[src/rtl/mux41_rr_sched.sv]
// mux41_rr_sched: round-robin owner scheduler for a 4:1 one-hot mux.
// Ports: CLK, RST_N (async low), EN, REQ[3:0] in; S0..S3, GNT_ID, GNT_CHG, BUSY out.
module mux41_rr_sched #(
    parameter int HOLD_MAX = 4,
    parameter int CNT_W    = 3
) (
    input  logic       CLK,
    input  logic       RST_N,
    input  logic       EN,
    input  logic [3:0] REQ,
    output logic       S0,
    output logic       S1,
    output logic       S2,
    output logic       S3,
    output logic [1:0] GNT_ID,
    output logic       GNT_CHG,
    output logic       BUSY
);

    typedef enum logic [1:0] {
        ST_IDLE,
        ST_GRANT,
        ST_GAP
    } state_t;

    localparam logic [CNT_W-1:0] CNT_LAST = CNT_W'(HOLD_MAX - 1);

    state_t           state_q, state_d;
    logic [1:0]       ptr_q, ptr_d;
    logic [CNT_W-1:0] cnt_q, cnt_d;
    logic [3:0]       sel_q, sel_d;
    logic [1:0]       id_q, id_d;
    logic             chg_q, chg_d;
    logic             busy_q, busy_d;

    logic [1:0] win;
    logic [1:0] idx;
    logic       found;

    // First requester at or after the pointer, wrapping 3 -> 0.
    always_comb begin
        win   = ptr_q;
        idx   = ptr_q;
        found = 1'b0;
        for (int k = 0; k < 4; k++) begin
            idx = ptr_q + 2'(k);
            if (!found && REQ[idx]) begin
                win   = idx;
                found = 1'b1;
            end
        end
    end

    always_comb begin
        state_d = state_q;
        ptr_d   = ptr_q;
        cnt_d   = cnt_q;
        sel_d   = sel_q;
        id_d    = id_q;
        chg_d   = 1'b0;
        busy_d  = busy_q;
        unique case (state_q)
            ST_GRANT: begin
                // Owner dropped its request or used up its tenure:
                // force one all-zero cycle before anyone else gets the mux.
                if (!REQ[id_q] || cnt_q == CNT_LAST) begin
                    state_d = ST_GAP;
                    ptr_d   = id_q + 2'd1;
                    cnt_d   = '0;
                    sel_d   = 4'b0000;
                    busy_d  = 1'b0;
                end else begin
                    cnt_d = cnt_q + 1'b1;
                end
            end
            default: begin
                if (EN && |REQ) begin
                    state_d = ST_GRANT;
                    id_d    = win;
                    sel_d   = 4'b0001 << win;
                    cnt_d   = '0;
                    chg_d   = 1'b1;
                    busy_d  = 1'b1;
                end else begin
                    state_d = ST_IDLE;
                    sel_d   = 4'b0000;
                    busy_d  = 1'b0;
                end
            end
        endcase
    end

    always_ff @(posedge CLK or negedge RST_N) begin
        if (!RST_N) begin
            state_q <= ST_IDLE;
            ptr_q   <= 2'd0;
            cnt_q   <= '0;
            sel_q   <= 4'b0000;
            id_q    <= 2'd0;
            chg_q   <= 1'b0;
            busy_q  <= 1'b0;
        end else begin
            state_q <= state_d;
            ptr_q   <= ptr_d;
            cnt_q   <= cnt_d;
            sel_q   <= sel_d;
            id_q    <= id_d;
            chg_q   <= chg_d;
            busy_q  <= busy_d;
        end
    end

    assign S0      = sel_q[0];
    assign S1      = sel_q[1];
    assign S2      = sel_q[2];
    assign S3      = sel_q[3];
    assign GNT_ID  = id_q;
    assign GNT_CHG = chg_q;
    assign BUSY    = busy_q;

endmodule
[config.mk]
export PLATFORM = sky130hd
export DESIGN_NAME = mux41_rr_sched
export DESIGN_NICKNAME = d
export VERILOG_FILES = /design/src/rtl/mux41_rr_sched.sv
export SDC_FILE = /design/constraint.sdc
export NUM_CORES = 1
export LEC_CHECK = 0
export CAP_MARGIN = 20
export CORE_MARGIN = 2
export CORE_UTILIZATION = 51
export CTS_CLUSTER_DIAMETER = 50
export CTS_CLUSTER_SIZE = 12
export DETAILED_ROUTE_END_ITERATION = 6
export GPL_ROUTABILITY_DRIVEN = 0
export HOLD_SLACK_MARGIN = 0.15
export PLACE_DENSITY = 0.8
export SETUP_SLACK_MARGIN = 0.5
export SLEW_MARGIN = 20
export SYNTH_ARGS = -nofsm -noshare
export SYNTH_HDL_FRONTEND = slang
export SYNTH_SLANG_ARGS = --single-unit
[constraint.sdc]
create_clock -name CLK -period 3.5 [get_ports CLK]
set_input_delay 0.7 -clock CLK [delete_from_list [all_inputs] [get_ports CLK]]
set_output_delay 0.7 -clock CLK [all_outputs]
set_load 0.02 [all_outputs]
Word level (Yosys, flattened, before mapping)

Index checks and enable logic that the tools add are counted.

Register bits after elaboration: 15
Bits in latches: 0
Bits in writable memories: 0
ROM bits: 0
Bits of input ports: 7
Output and inout bits: 8
Word-level logic and storage cells: 64
Memories kept: 0

$add $sub $neg: 5
$mul: 0
Divide/modulo/power cells: 0
$lt $le $gt $ge: 5
Equal/unequal tests: 3
Shift operators: 1
Mux-type cells: 29
Bitwise gates (word level): 1
Reductions and logical operators: 13

Operator list:

| operator                                                    | number |
|---|---|
| less-than comparator 2 x 3 -> 1 bit (second input constant) | 5 |
| two-way mux 1 bit                                           | 13 |
| two-way mux 4 bit                                           | 3 |
| binary-select mux 1 bit (select 2 bit)                      | 5 |
| two-way mux 2 bit                                           | 5 |
| two-way mux 3 bit                                           | 3 |
| adder 2 x 1 -> 2 bit (second input constant)                | 2 |
| adder 2 bit (second input constant)                         | 2 |
| logical AND 1 bit                                           | 4 |
| logical NOT 1 bit                                           | 4 |
| AND reduction 2 bit                                         | 2 |
| OR reduction 4 bit                                          | 1 |
| left shift 1 x 2 -> 4 bit (first input constant)            | 1 |
| adder 3 x 1 -> 3 bit (second input constant)                | 1 |
| equality test 3 x 2 -> 1 bit (second input constant)        | 1 |
| equality test 2 x 1 -> 1 bit (second input constant)        | 1 |
| != test 2 bit (second input constant)                       | 1 |
| nonzero test 2 bit                                          | 1 |
| logical OR 1 bit                                            | 1 |
| inverter 1 bit                                              | 1 |

Logic depth before layout (Yosys ltp)

Gate-level depths: netlist of run 1.

Word-level depth: 15
Mapped depth: 5
Depth with buffers taken out: 5

Least setup slack after synthesis of run 1

OpenSTA, ideal clock, no wires.

Path kind: input-to-reg
From: in REQ[3]
To: reg ptr_q[1]
Library setup time: 0.125 ns
Arrival time: 1.695 ns
Required time: 3.375 ns
Slack: 1.680 ns
Stages on the path: 4
Buffers on the path: 0
Path through: mux4_2 > nor2b_4 > nor2_4 > mux2_4

Cells in the longest elaborated chain, start to end: 5

Ends and longest elaborated chain:

| element                                 | line | text |
|---|---|---|
| start, declared                         | 10   | `input logic [3:0] REQ,` |
| binary-select mux 1 bit (select 2 bit)  | 66   | `if (!REQ[id_q] \|\| cnt_q == CNT_LAST) begin` |
| two-way mux 1 bit (not written as such) | 66   |  |
| logical NOT 1 bit                       | 66   |  |
| logical OR 1 bit                        | 66   |  |
| AND reduction 2 bit (no line)           | -    |  |
| end signal, assigned                    | 104  | `ptr_q <= ptr_d;` |
| end, declared                           | 29   | `logic [1:0] ptr_q, ptr_d;` |

No other way between the ends. The select of a mux whose other input is x is not followed.
A chain may end at the register's enable or synchronous reset.

Worst setup path after layout of run 1

Ends and elaborated chain as after synthesis.

==> metrics.cfg, run 1 <==
[sta]
fin_crit_sh_pct = 62.0
clock.fmax_ghz = 0.461
fin_tns_setup_ns = 0
final.min_clock_period_ns = 2.17
timing.final.max_slew_violations = 0
hold_violations = 0
hold_ws_ns = 0.490
rsz0062_at_grt = false
setup_violations = 0
slew_headroom_pct = 58.8
worstMarginPinSlew_ns = 0.616
fin_skew_ns = 0.00428

[clocking]
root_buffer = clkbuf_4
post-cts-setup-buffer-count = 0
cts_buffers = 3
tritoncts = built
clockBufferDepth = 2
h-tree-depth = 1
cts_resized = 0
clock_latency_ns = 0.28
hold_buffers = 0
clk_pin_slew_worst_paths_ns = 0.08
numClockSinks = 14

[final_layout]
n_antenna_cell = 0
seq_area_um2 = 350
fill_cells = 100
fin_nets = 91
multiInputGateArea_um2 = 345
syn2layout_area_growth_pct = 27.6
layout-drive-gt1-share_pct = 14.8
final_util_pct = 69.3

[global_route]
grt.overflow.total = 0
antenna_found_initial = 0
met1_usage_pct = 25.3
use_met3_pct = 10.3
track_usage_pct = 20.5
grt_pass1_vias = 488
grt_max_degree = 15
met2_usage_pct = 33.2
grt_pass1_wl_mm = 2.15
top_usage_layer = met2

[power_and_ir_drop]
vdd_drop_max_v = 0.000505
p_leak_nw = 0.392
power.total_mw = 0.758
power_density_nw_per_um2 = 840

[logic_synthesis]
synth.area.top_cells = dfrtp_1 (50%), nand2_1 (4.8%), ha_1 (3.5%)
netlist_area_um2 = 707
syn_inst = 63
synth_top_area_share_pct = 49.6
yosysTopAreaCell = dfrtp_1
avgSynthCellArea_um2 = 11.2
syn_nets = 72
synth-seq-area-share_pct = 49.6
ys_types = 28
yosys_warnings = 0
synth_seq_cells = 14

[route]
wl_per_cell_um = 15.0
via_count = 540
drc = 0
viasPerCell = 5.63
drt_iter0_drc = 11
final_antenna_net_count = 0
finalWirelength_mm = 1.44
first_pass_iters = 4

[min_path]
hold_path_end = cnt_q[0]$_DFFE_PN0P_
min_path_cells = 1
min_path_type = flop to flop
min-delay-start = cnt_q[0]$_DFFE_PN0P_

[critical_path]
cp_max_fo = 7
cpPeakStageDelay_ns = 0.53
rr_startpoint = GNT_ID[0]$_DFFE_PN0P_
crit_chain = clkdlybuf4s50_1 > mux4_2 > nor2b_4 > nor2_4 > mux2_4
r2r_slack_ns = 1.81
reg2reg_depth = 4
worstPathArrival_ns = 2.34
reg2reg_to = ptr_q[1]$_DFFE_PN0P_
cp.required_ns = 3.67
worstSetupPathType = input port to flop
slowest_stage = clkdlybuf4s50_1
end_kind = flop
cp-start-kind = input port

[placed_design]
io_buffers = 14
hpwl_mm = 1.06

[outcome]
outcome = complete, no violations

[run]
drv_cap = 0

[die]
dieHeight_um = 41.2
rows = 13
fp.coreArea_um2 = 1300
ioPinCount = 15
die-area_um2 = 1700
start_util_pct = 54.3
die_x_um = 41.2

-- layout make-up --
| type | instances | share of cell area (%) |
|---|---|---|
| well taps | 15 | 2.08 |
| clock buffers | 4 | 4.02 |
| repair buffers | 14 | 15.5 |
| multi-input cells | 46 | 38.3 |
| inverters | 3 | 1.25 |
| flip-flops and latches | 14 | 38.8 |
-- report_power, final --
part	leakage (nW)	internal (mW)	total [mW]	switching (mW)
combinational	0.191	0.178	0.365	0.187
sequential	0.180	0.224	0.280	0.0560
clock	0.0210	0.0632	0.113	0.0502
total	0.392	0.464	0.758	0.293
-- flip-flops by register name (all words and copies together) (netlist names) --
name and cells:
sel_q 4, cnt_q 3, GNT_ID 2, ptr_q 2, state_q 2, GNT_CHG 1
-- worst max-delay path: cells and delay by family --
| kind | cells | cell delay, ns |
|---|---|---|
| buffers and inverters | 1 | 0.53 |
| AND/OR/NAND/NOR | 2 | 0.28 |
| multiplexers | 2 | 0.83 |
-- cells in the final DEF (no fill, tap or decap) --
cell type,count
o31ai_1,2
or4_4,1
nand2_1,9
clkbuf_8,1
nor2_1,2
nor3b_2,1
nor3b_1,1
xor2_1,1
mux2i_1,1
inv_2,1
a32o_1,2
clkbuf_4,3
inv_1,2
a2bb2oi_1,1
o21ai_1,1
o22ai_1,1
o22a_1,2
o211ai_1,1
a21oi_1,4
nand3_2,1
dfrtp_1,14
or2b_1,1
nor2b_4,1
nor2_4,1
clkdlybuf4s50_1,14
mux2_4,1
o21ai_0,3
nor2b_1,4
ha_1,2
mux4_2,1
a22o_1,1
-- synth_stat cells --
master,n
dfrtp_1,14
nand2_1,9
a21oi_1,4
nor2b_1,4
o21ai_0,3
a32o_1,2
ha_1,2
inv_1,2
nor2_1,2
o22a_1,2
o31ai_1,2
a22o_1,1
a2bb2oi_1,1
inv_2,1
mux2_4,1
mux2i_1,1
mux4_2,1
nand3_2,1
nor2_4,1
nor2b_4,1
nor3b_1,1
nor3b_2,1
o211ai_1,1
o21ai_1,1
o22ai_1,1
or2b_1,1
or4_4,1
xor2_1,1
-- per-layer routing --
metal  wire length [um]  share of wire [%]
met1                687                 48
met2                693                 48
met3                 62                4.3
met4                  0                  0
met5                  0                  0
-- cells by family (layout without fill, tap and decap cells) --
kind of cell | after synthesis | count (layout) | share of synthesized area [%]
and+or+nand+nor | 22 | 22 | 19.8
AOI/OAI and AO/OA | 18 | 18 | 17.5
DFF | 14 | 14 | 49.6
muxes | 3 | 3 | 6.72
buffers and inverters | 3 | 21 | 1.59
adders and majority gates | 2 | 2 | 3.54
xor gates and xnor gates | 1 | 1 | 1.24
-- worst max path at each step --
stage / startpoint / to / slack [ns]
after floorplan: REQ[3] / ptr_q[1]$_DFFE_PN0P_ / 1.68
after global placement: REQ[0] / ptr_q[1]$_DFFE_PN0P_ / 1.09
after detailed placement: REQ[0] / ptr_q[1]$_DFFE_PN0P_ / 1.05
after CTS: REQ[0] / ptr_q[1]$_DFFE_PN0P_ / 1.34
after global routing: REQ[3] / ptr_q[1]$_DFFE_PN0P_ / 1.31
final: REQ[3] / ptr_q[1]$_DFFE_PN0P_ / 1.33
-- stage by stage --
step | cell area (um2) | std cells | setup WS, ns
floorplan | 707 | 63 | 1.68
global placement | 866 | 92 | 1.09
detailed placement | 866 | 92 | 1.05
CTS | 902 | 96 | 1.34
global route | 902 | 96 | 1.31
finish | 902 | 96 | 1.33
(Power assumes the default switching activity.)
==> inputs of run 2 (changes only) <==
--- a/config.mk
+++ b/config.mk
@@ -7,13 +7,13 @@
 export LEC_CHECK = 0
 export CAP_MARGIN = 20
 export CORE_MARGIN = 2
-export CORE_UTILIZATION = 51
+export CORE_UTILIZATION = 48
 export CTS_CLUSTER_DIAMETER = 50
 export CTS_CLUSTER_SIZE = 12
 export DETAILED_ROUTE_END_ITERATION = 6
 export GPL_ROUTABILITY_DRIVEN = 0
 export HOLD_SLACK_MARGIN = 0.15
-export PLACE_DENSITY = 0.8
+export PLACE_DENSITY = 0.76
 export SETUP_SLACK_MARGIN = 0.5
 export SLEW_MARGIN = 20
 export SYNTH_ARGS = -nofsm -noshare
==> constraint.sdc (replaced) <==
create_clock -name CLK -period 2.27 [get_ports CLK]
set_input_delay 0.454 -clock CLK [delete_from_list [all_inputs] [get_ports CLK]]
set_output_delay 0.454 -clock CLK [all_outputs]
set_load 0.02 [all_outputs]
==> metrics.cfg, run 2 (synthesis results as in run 1) <==
[die]
die_x_um = 42.4
die-area_um2 = 1800
start_util_pct = 53.0
dieHeight_um = 42.4
ioPinCount = 15
rows = 13
fp.coreArea_um2 = 1330

[run]
drv_cap = 0

[final_layout]
largest_reg_flops = 4
final_cell_mix = dfrtp_1 (14), nand2_1 (9), clkdlybuf4s50_1 (8)
layout-drive-gt1-share_pct = 20.0
final_util_pct = 69.4
largest-register = sel_q
top_regs = sel_q x4, cnt_q x3
final_common_cell = dfrtp_1
n_antenna_cell = 0
fin_nets = 96
fin_cells = 100
syn2layout_area_growth_pct = 31.0

[global_route]
grt_max_degree = 15
grt_pass1_vias = 530
track_usage_pct = 16.9
antenna_found_initial = 0
grt_pass1_wl_mm = 2.32
grt.overflow.total = 0

[sta]
fin_tns_setup_ns = 0
slew_headroom_pct = 59.6
clock.fmax_ghz = 0.591
hold_violations = 0
final.min_clock_period_ns = 1.69
fin_skew_ns = 0.00309
timing.final.max_slew_violations = 0
fin_crit_sh_pct = 74.6
rsz0062_at_grt = false
hold_ws_ns = 0.485
setup_violations = 0
worstMarginPinSlew_ns = 0.604

[critical_path]
path_delay_family = buffers and inverters
end_kind = primary output
worstPathArrival_ns = 1.24
crit_chain = clkdlybuf4s50_1
reg2reg_depth = 4
cp_max_fo = 3
crit_cells = 1
cpPeakStageDelay_ns = 0.60
cp.required_ns = 1.82
cp-start-kind = flop
worstSetupPathType = flop to primary output
slowest_stage = clkdlybuf4s50_1
crit_buf_inv = 1

[power_and_ir_drop]
p_sw_mw = 0.450
p_clk_share_pct = 12.5
pwr-share-seq_pct = 37.8
p_int_mw = 0.688
combPwrFrac_pct = 49.6
power_density_nw_per_um2 = 1230
p_leak_nw = 0.426
vdd_drop_max_v = 0.000741
sw_frac_of_total_pct = 39.5

[route]
wl_per_cell_um = 13.8
drt_iter0_drc = 8
drc = 0
via_count = 553
first_pass_iters = 3
final_antenna_net_count = 0
viasPerCell = 5.53
finalWirelength_mm = 1.38

[clocking]
tritoncts = built
h-tree-depth = 1
clk_pin_slew_worst_paths_ns = 0.08
cts_buffers = 3
numClockSinks = 14
clockBufferDepth = 2
clock_latency_ns = 0.28
root_buffer = clkbuf_4

[min_path]
min_path_cells = 1
min_path_type = flop to flop

[placed_design]
hpwl_mm = 1.04
io_buffers = 14
dp.cells = 96

[outcome]
outcome = complete, no violations

## run 2: repair_timing
action	in CTS	in global routing
setup endpoints to repair	3	6
endpoints found under the hold margin	0	0
hold buffers	0	0
resized for setup	5	2
setup buffers	0	1
pin swaps	1	1
## run 2: power by group through the flow
| stage | clock network [mW] | logic [mW] | registers (mW) |
|---|---|---|---|
| 6_report | 0.143 | 0.565 | 0.431 |
| 5_1_grt | 0.155 | 0.620 | 0.445 |
| 4_1_cts | 0.144 | 0.557 | 0.430 |
| 3_5_place_dp | 0 | 0.566 | 0.434 |
| 3_3_place_gp | 0 | 0.559 | 0.432 |
| 2_1_floorplan | 0 | 0.307 | 0.485 |
## run 2: path summary, 6_finish.rpt
check | from | endpoint | slack, ns
max | state_q[0]$_DFFE_PN0P_ | BUSY | 0.58
min | cnt_q[0]$_DFFE_PN0P_ | cnt_q[0]$_DFFE_PN0P_ | 0.49
max reg2reg | GNT_ID[0]$_DFFE_PN0P_ | ptr_q[1]$_DFFE_PN0P_ | 0.59
min reg2reg | cnt_q[0]$_DFFE_PN0P_ | cnt_q[0]$_DFFE_PN0P_ | 0.49
max in group asynchronous | RST_N | GNT_ID[0]$_DFFE_PN0P_ | 1.33
min in group asynchronous | RST_N | cnt_q[0]$_DFFE_PN0P_ | 0.55
## run 2: routing by layer
layer | part of all wire (%) | global-route usage, % | vias up
li1 | - | - | 274
met1 | 49 | 24.0 | 264
met5 | 0 | 0 | -
met2 | 46 | 26.5 | 11
met4 | 1.6 | 5.63 | 0
met3 | 3.6 | 2.59 | 4
## run 2: cell type report
cell class / instances / area, um2
fill: 108 / 408
sequential: 14 / 350
multi-input combinational: 46 / 349
timing repair buffer: 19 / 174
clock buffer: 3 / 22.5
tap: 15 / 18.8
inverter: 3 / 11.3
## run 2: metrics by stage
stage | worst slack [ns] | instance area [um2] | total power, mW
after floorplan | 0.551 | 707 | 0.792
after global placement | 0.182 | 896 | 0.991
after detailed placement | 0.149 | 896 | 1.00
after CTS | 0.503 | 912 | 1.13
after global routing | 0.528 | 926 | 1.22
final | 0.577 | 926 | 1.14
==> inputs of run 3 (changes only) <==
--- a/config.mk
+++ b/config.mk
@@ -7,13 +7,13 @@
 export LEC_CHECK = 0
 export CAP_MARGIN = 20
 export CORE_MARGIN = 2
-export CORE_UTILIZATION = 48
+export CORE_UTILIZATION = 43
 export CTS_CLUSTER_DIAMETER = 50
 export CTS_CLUSTER_SIZE = 12
 export DETAILED_ROUTE_END_ITERATION = 6
 export GPL_ROUTABILITY_DRIVEN = 0
 export HOLD_SLACK_MARGIN = 0.15
-export PLACE_DENSITY = 0.76
+export PLACE_DENSITY = 0.72
 export SETUP_SLACK_MARGIN = 0.5
 export SLEW_MARGIN = 20
 export SYNTH_ARGS = -nofsm -noshare
==> constraint.sdc (replaced) <==
create_clock -name CLK -period 1.5 [get_ports CLK]
set_input_delay 0.3 -clock CLK [delete_from_list [all_inputs] [get_ports CLK]]
set_output_delay 0.3 -clock CLK [all_outputs]
set_load 0.02 [all_outputs]
==> metrics.cfg, run 3 (synthesis results as in run 1) <==
[power_and_ir_drop]
power.total_mw = 2.25
vdd_drop_max_v = 0.00130
power_density_nw_per_um2 = 1950
p_leak_nw = 0.538

[critical_path]
cp.required_ns = 1.68
cp-start-kind = flop
worstSetupPathType = flop to flop
end_kind = flop
worstPathArrival_ns = 1.73
cp_max_fo = 2

[route]
drt_iter0_drc = 9
drc = 0
wl_per_cell_um = 16.2
viasPerCell = 5.62
via_count = 663
first_pass_iters = 4
finalWirelength_mm = 1.92
final_antenna_net_count = 0

[clocking]
numClockSinks = 14
root_buffer = clkbuf_4
cts_buffers = 3
clock_latency_ns = 0.28
tritoncts = built
clockBufferDepth = 2
hold_buffers = 0
h-tree-depth = 1
clk_pin_slew_worst_paths_ns = 0.09

[final_layout]
largest-register = sel_q
final_cell_mix = buf_6 (15), buf_4 (15), dfrtp_1 (13)
n_antenna_cell = 0
top_regs = sel_q x4, cnt_q x3
largest_reg_flops = 4
layout-drive-gt1-share_pct = 52.0
syn2layout_area_growth_pct = 62.7
fin_nets = 112

[placed_design]
hpwl_mm = 1.08
io_buffers = 14

[min_path]
min_path_type = input port to async pin

[sta]
rsz0062_at_grt = true
clock.fmax_ghz = 0.645
hold_violations = 0
fin_crit_sh_pct = 103
fin_skew_ns = 0.0110
final.min_clock_period_ns = 1.55
setup_violations = 6
worstMarginPinSlew_ns = 0.428
slew_headroom_pct = 71.3
timing.final.max_slew_violations = 0
fin_tns_setup_ns = -0.179
setup_ws_ns = -0.0512

[outcome]
violations = negative setup slack
outcome = complete, but fails checks

[global_route]
top_usage_layer = met2
use_met3_pct = 8.16
grt.overflow.total = 0
grt_max_degree = 15
met1_usage_pct = 22.8
grt_pass1_vias = 675
antenna_found_initial = 0
met2_usage_pct = 36.2
track_usage_pct = 21.9
grt_pass1_wl_mm = 2.99

[die]
die-area_um2 = 1980
fp.coreArea_um2 = 1520
dieHeight_um = 44.5
die_x_um = 44.5
ioPinCount = 15
rows = 14
start_util_pct = 46.4

[run]
drv_cap = 0

run 3: cell types whose count changed in the layout (fill, tap and decap cells not counted), moves of 5 or more:
cell,previous run,this run
buf_4,5,15
buf_6,0,15
clkdlybuf4s50_1,8,2
dlygate4sd2_1,5,0
run 3: path summary, 6_finish.rpt:
kind                                  startpoint                     to  slack, ns  cells after the start
max in group asynchronous                  RST_N  GNT_ID[0]$_DFFE_PN0P_       1.01                      2
min                                        RST_N   ptr_q[0]$_DFFE_PN0P_       0.32                      2
max                        GNT_ID[0]$_DFFE_PN0P_   ptr_q[1]$_DFFE_PN0P_      -0.05                      4
max reg2reg                GNT_ID[0]$_DFFE_PN0P_   ptr_q[1]$_DFFE_PN0P_      -0.05                      4
min reg2reg                 cnt_q[2]$_DFFE_PN0P_   cnt_q[2]$_DFFE_PN0P_       0.50                      2
min in group CLK            cnt_q[2]$_DFFE_PN0P_   cnt_q[2]$_DFFE_PN0P_       0.50                      2
run 3: critical path, stage by stage (launching register included):
cell	delay (ns)
dfrtp_2	0.38
mux4_2	0.52
nor2b_4	0.16
nor2_4	0.09
mux2_4	0.29
run 3: power breakdown:
part	total, mW	switching (mW)	internal, mW
logic	1.36	0.612	0.749
registers	0.661	0.136	0.525
clock network	0.224	0.121	0.103
total	2.25	0.868	1.38
run 3: what timing repair did:
| action | 4_1_cts | 5_1_grt |
|---|---|---|
| setup endpoints to repair | 22 | 22 |
| pin swaps | 1 | 6 |
| gates resized for setup | 76 | 11 |
| setup buffers | 7 | 4 |
run 3: stage by stage:
stage                     area [um2]  utilization (%)  instances  hold WS, ns  setup WS [ns]
after global placement           943             61.9        103        0.471         -0.383
after CTS                       1070             70.3        114        0.329        -0.0468
after floorplan                  708                -         63      0.00441         -0.132
final                           1150             75.5        118        0.320        -0.0512
after detailed placement         943             61.9        103        0.473         -0.418
after global routing            1150             75.5        118        0.321        -0.0912
run 3: layout make-up:
cell class	instances	area [um2]
Clock buffer	4	26.3
Timing Repair Buffer	35	332
Tap cell	16	20.0
Multi-Input combinational cell	46	402
Inverter	3	18.8
Sequential cell	14	352
Fill cell	105	374
run 3: per-layer routing:
layer  part of all wire (%)  up-vias
met5                      0        -
met4                    4.3        0
met3                    5.0        9
met2                     50       22
met1                     41      319
li1                       -      313
